### config.mk
export PLATFORM = sky130hd
export DESIGN_NAME = fpga
export DESIGN_NICKNAME = d
export VERILOG_FILES = /design/src/rtl/fpga.sv
export SDC_FILE = /design/constraint.sdc
export NUM_CORES = 1
export LEC_CHECK = 0
export ABC_AREA = 1
export CAP_MARGIN = 0
export CORE_UTILIZATION = 43
export DETAILED_ROUTE_END_ITERATION = 10
export PLACE_DENSITY_LB_ADDON = 0.05
export SLEW_MARGIN = 10
export SYNTH_ARGS = -nofsm -noshare
export SYNTH_HDL_FRONTEND = slang
export SYNTH_SLANG_ARGS = --single-unit
### constraint.sdc
create_clock -name clk -period 1 [get_ports clk]
set_input_delay 0.1 -clock clk [delete_from_list [all_inputs] [get_ports clk]]
set_output_delay 0.1 -clock clk [all_outputs]
set_load 0.02 [all_outputs]
### src/rtl/fpga.sv
// fpga -- WIDTH-bit universal shift register.
//
// Each clock the register either holds, parallel-loads datain, shifts left
// (LSB filled from sin) or shifts right (MSB filled from sin). Load wins over
// both shifts; shl and shr together cancel to a hold. The next-state logic is
// an array of identical 4:1 bit slices; the register itself lives in the top
// so dataout comes straight from flops.
//
// Ports
//   clk     in  1      rising-edge clock
//   rst_n   in  1      async active-low reset, clears the register
//   datain  in  WIDTH  parallel load data
//   shl     in  1      shift left one place
//   shr     in  1      shift right one place
//   l       in  1      parallel load (highest priority)
//   sin     in  1      serial fill bit for either shift direction
//   dataout out WIDTH  register contents

// One bit slice: picks this bit's next value from its four candidates.
module fpga_slice (
  input  logic [1:0] sel,
  input  logic       q,     // current value of this bit (hold)
  input  logic       d,     // parallel load bit
  input  logic       nbr_l, // lower neighbour, or sin at bit 0 (shift left)
  input  logic       nbr_r, // upper neighbour, or sin at MSB (shift right)
  output logic       nxt
);
  always_comb begin
    nxt = q;
    unique case (sel)
      2'd0: nxt = q;
      2'd1: nxt = d;
      2'd2: nxt = nbr_l;
      2'd3: nxt = nbr_r;
      default: nxt = q;
    endcase
  end
endmodule

module fpga #(
  parameter int WIDTH = 8
) (
  input  logic             clk,
  input  logic             rst_n,
  input  logic [WIDTH-1:0] datain,
  input  logic             shl,
  input  logic             shr,
  input  logic             l,
  input  logic             sin,
  output logic [WIDTH-1:0] dataout
);
  typedef enum logic [1:0] {
    M_HOLD = 2'd0,
    M_LOAD = 2'd1,
    M_SHL  = 2'd2,
    M_SHR  = 2'd3
  } mode_e;

  mode_e            mode;
  logic [WIDTH-1:0] nbr_l, nbr_r, nxt;

  // Load first; shl and shr asserted together fall through to hold.
  always_comb begin
    mode = M_HOLD;
    if (l)                mode = M_LOAD;
    else if (shl && !shr) mode = M_SHL;
    else if (shr && !shl) mode = M_SHR;
  end

  // Neighbour buses with sin already spliced in at the two boundary slices.
  assign nbr_l = {dataout[WIDTH-2:0], sin};
  assign nbr_r = {sin, dataout[WIDTH-1:1]};

  fpga_slice u_slice [WIDTH-1:0] (
    .sel   ({WIDTH{mode}}),
    .q     (dataout),
    .d     (datain),
    .nbr_l (nbr_l),
    .nbr_r (nbr_r),
    .nxt   (nxt)
  );

  always_ff @(posedge clk or negedge rst_n) begin
    if (!rst_n) dataout <= '0;
    else        dataout <= nxt;
  end
endmodule

After elaboration in Yosys (flattened, before gate mapping)
Cells that the tools add are included.
Widths: inputs -> output; s select.
{"block": "totals", "wordCells": 20, "out_inout_bits": 8, "reg_bits": 8, "inputBits": 14}
{"block": "op_classes", "muxes": 11, "eq_ne": 3, "reduce_logical": 5}
{"op": "$pmux 1 s3", "n": 8}
{"op": "$mux 2", "n": 3}
{"op": "$eq 2x2->1 const B", "n": 2}
{"op": "$eq 2x1->1 const B", "n": 1}
{"op": "$logic_and 1x1->1", "n": 2}
{"op": "$logic_not 1->1", "n": 2}
{"op": "$logic_not 2->1", "n": 1}

Depth between registers and ports, before layout
{"block": "depth", "depth_word": 7, "mapped_depth": 9}

By module
A second synthesis with hierarchy kept.
{"block": "unflattened", "hier_cells": 118, "area_unflattened_um2": 641.9}
{"module": "fpga_slice", "area_each_um2": 51.3, "cells_each": 13, "instances": 8, "seq_area_each_um2": 0.0}
{"module": "fpga", "area_each_um2": 231.5, "cells_each": 14, "instances": 1, "seq_area_each_um2": 200.2}

Worst setup path after synthesis
No wires, ideal clock.
{"block": "synth_path", "path_kind": "input -> register", "start": "in shl", "end": "reg dataout[6]", "required_time_ns": 0.883, "stages": 9, "setup_ns": 0.117, "setup_slack_ns": -0.057, "t_arrival_ns": 0.941, "path_cell_list": "inv_1 ha_1 buf_6 inv_1 nand2_4 nand2_1 nand2_1 nor2_1 nor2_1"}
{"block": "synth_between", "elab_chain_len": 7, "word_cells_on_any_way": 11, "classes_between": "eq/ne (3); mux (4); reduce/logical (4)"}
{"item": "start: declaration", "line_no": "46", "source": "input logic shl,"}
{"item": "$logic_not 1->1", "line_no": "67", "source": "else if (shr && !shl) mode = M_SHR;"}
{"item": "$logic_and 1x1->1", "line_no": "67"}
{"item": "$mux 2", "line_no": "67"}
{"item": "$mux 2 *", "line_no": "66", "source": "else if (shl && !shr) mode = M_SHL;"}
{"item": "$mux 2 *", "line_no": "65", "source": "if (l) mode = M_LOAD;"}
{"item": "$eq 2x2->1 / $eq 2x1->1 (equally long branches)", "line_no": "30", "source": "unique case (sel)"}
{"item": "$pmux 1 s3", "line_no": "30"}
{"item": "end signal: assignment", "line_no": "85", "source": "else dataout <= nxt;"}
{"item": "end: declaration", "line_no": "50", "source": "output logic [WIDTH-1:0] dataout"}
Mark *: on every way between the ends. The rest lies on a longest branch, timed or not.
A chain may end at the register's enable or synchronous reset.

Final worst setup path
{"block": "layout_path", "start": "reg dataout[6]", "end": "reg dataout[7]"}
{"block": "layout_between", "elab_chain_len": 1}
{"item": "$pmux 1 s3", "line_no": "30"}
Every way passes these cells.

==> metrics.cfg <==
[status]
status=completed

[cells_and_area]
fillCellCount=130
top_regs=dataout (8)
largest_reg_flops=8
multiInputGateArea_um2=349.1
nets=128
insertedDiodeCount=0
layout_common_cells=nand2_1 (16), nand3_1 (13), buf_4 (13)
layout-drive-gt1-share=0.3964
final_common_cell=nand2_1
largest_register=dataout
layout.cell_area.non_filler_um2=895.9
area_growth_pct=44.35
seq_area_um2=200.2
layout.cells.non_filler=126

[sta]
worst_pin_slew_ps=422.2
final.min_clock_period_ps=960.9
finalMaxSlewViolations=0
period_share=0.9609
hold_ws_ps=138.5
hold_viol=0
finalSetupViolCount=0
fin_skew_ps=0.1436
slew_headroom=0.7176
max_freq_mhz=1041
post-route-worst-setup-slack_ps=39.09

[floorplan]
die_w_um=39.99
core_um2=1318
die_h_um=39.99
io-pin-count=22
rows=13
die-area_um2=1599
start_util=0.4710

[power]
p_clk_frac=0.227
p_comb_frac=0.436
powerDensity_nw_per_um2=1297
swShare=0.3610
peakVddDrop_mv=0.9167
power.leakage_nw=0.4577
seqPwrFrac=0.337
totalPowerFinal_mw=1.162
power.internal_uw=742.7
p_sw_uw=419.5

[routing]
wl_per_cell_um=12.17
vias=631
final_antenna_net_count=0
vias_per_cell=5.008
drt-pass1-iter-count=2
drc=0
wl_um=1534
drt_iter0_markers=3

[worst_setup_path]
startpoint_type=register
end_kind=register
regToRegEndpoint=dataout[7]$_DFFE_PN0P_
criticalPathCategory=register to register
max_stage_delay_ps=370
rrSetupSlack_ps=40
timing.rr.start=dataout[6]$_DFFE_PN0P_
critPathMaxFanout=3
path_cells=buf_4 -> o21ai_2 -> nand3_1 -> nand2_1 -> inv_1
slowest_stage=dfrtp_1
r2r_cells=5
cp.required_ps=1160
critPathArrivalTime_ps=1120

[placed_design]
dp_slack_ps=-464.6
dp.final_hpwl_um=1036
placed_area_um2=877.1
dp.cells=122
place_congestion=0.8313
port_buffers=21

[synth]
synth_cells=83
ys_ff_latch=8
yosysUniqueCellTypes=14
yosys.area.top_type=dfrtp_1
syn-cell-area_um2=620.6
synth_top_cell_area_share=0.3226
syn_avg_cell_area_um2=7.477
ys_top_cells_by_area=dfrtp_1 (32%), nand3_1 (13%), nand2_1 (10%)
ys_warn_count=0
syn_nets=98
seq_area_frac_synth=0.3226

[global_route]
grt_remaining_overflow=0
grt_max_degree=9
antenna_found_initial=0
grt_pass1_vias=529
groute.usage.overall=0.2186
grt_pass1_wl_um=2214

[clocking]
clock_latency_ps=260
cts-root-buf=clkbuf_4
path_clk_slew_ps=60
cts.sinks=8
clockBufferDepth=2
htree_levels=1
cts_tree=yes
cts_made_buffers=3

[job]
drv_cap=0

[hold_path]
min_path_type=primary input to async pin

## power by group through the flow
stage / sequential, mW / combinational, mW / clock [mW]
after detailed placement: 0.399 / 0.508 / 0
after CTS: 0.393 / 0.501 / 0.275
after global placement: 0.398 / 0.503 / 0
after global routing: 0.398 / 0.549 / 0.283
final: 0.392 / 0.507 / 0.263
after floorplan: 0.407 / 0.293 / 0
## synthesized netlist by cell type, drive strengths merged
library cell	count
dfrtp	8
inv	10
nand2	19
nor2	5
o21ai	7
ha	1
nand3	16
buf	10
or2	7
## area by class of cell
cell class                 count  share of cell area
multi-input combinational     55              0.3897
timing repair buffer          35              0.2989
sequential                     8              0.2235
inverter                      10             0.04190
clock buffer                   3             0.02514
tap                           15             0.02095
## critical path, delay by kind of cell (launching register included)
kind	cells	cell delay [ps]
AND/OR/NAND/NOR	2	150
flip-flops	1	370
AO/OA/AOI/OAI	1	150
buffers and inverters	2	190
## worst max-delay path by stage
stage / startpoint / endpoint / depth (start not counted)
after global routing: dataout[1]$_DFFE_PN0P_ / dataout[2]$_DFFE_PN0P_ / 5
final: dataout[6]$_DFFE_PN0P_ / dataout[7]$_DFFE_PN0P_ / 5
after detailed placement: shl / dataout[0]$_DFFE_PN0P_ / 7
after CTS: dataout[5]$_DFFE_PN0P_ / dataout[5] / 1
after floorplan: shl / dataout[0]$_DFFE_PN0P_ / 8
after global placement: shl / dataout[0]$_DFFE_PN0P_ / 7
## metrics by stage
step | setup TNS [ps] | utilization
2_1_floorplan | 0 | -
3_3_place_gp | -3644 | 0.6657
3_5_place_dp | -3788 | 0.6657
4_1_cts | 0 | 0.6857
5_1_grt | -2.674 | 0.6800
6_report | 0 | 0.6800
## cell families after synthesis
group,count (synthesis),synth area share
adders and majority gates,1,0.02016
and+or+nand+nor,47,0.4073
buffers and inverters,20,0.1935
AOI/OAI and AO/OA,7,0.05645
DFF,8,0.3226
## repair_timing
action                     in CTS  in global routing
setup endpoints to repair      16                 10
pin swaps                       5                  6
hold buffers                    0                  0
setup buffers                   1                  0
gates resized for setup        44                 15
hold endpoints to repair        0                  0
## routing by layer
metal	wire, µm	global-route usage	vias to the layer above
met3	73	0.05000	4
met2	764	0.3548	20
li1	-	-	316
met1	670	0.2603	291
met5	0	0	-
met4	25	0.1293	0
(Power assumes the default switching activity.)
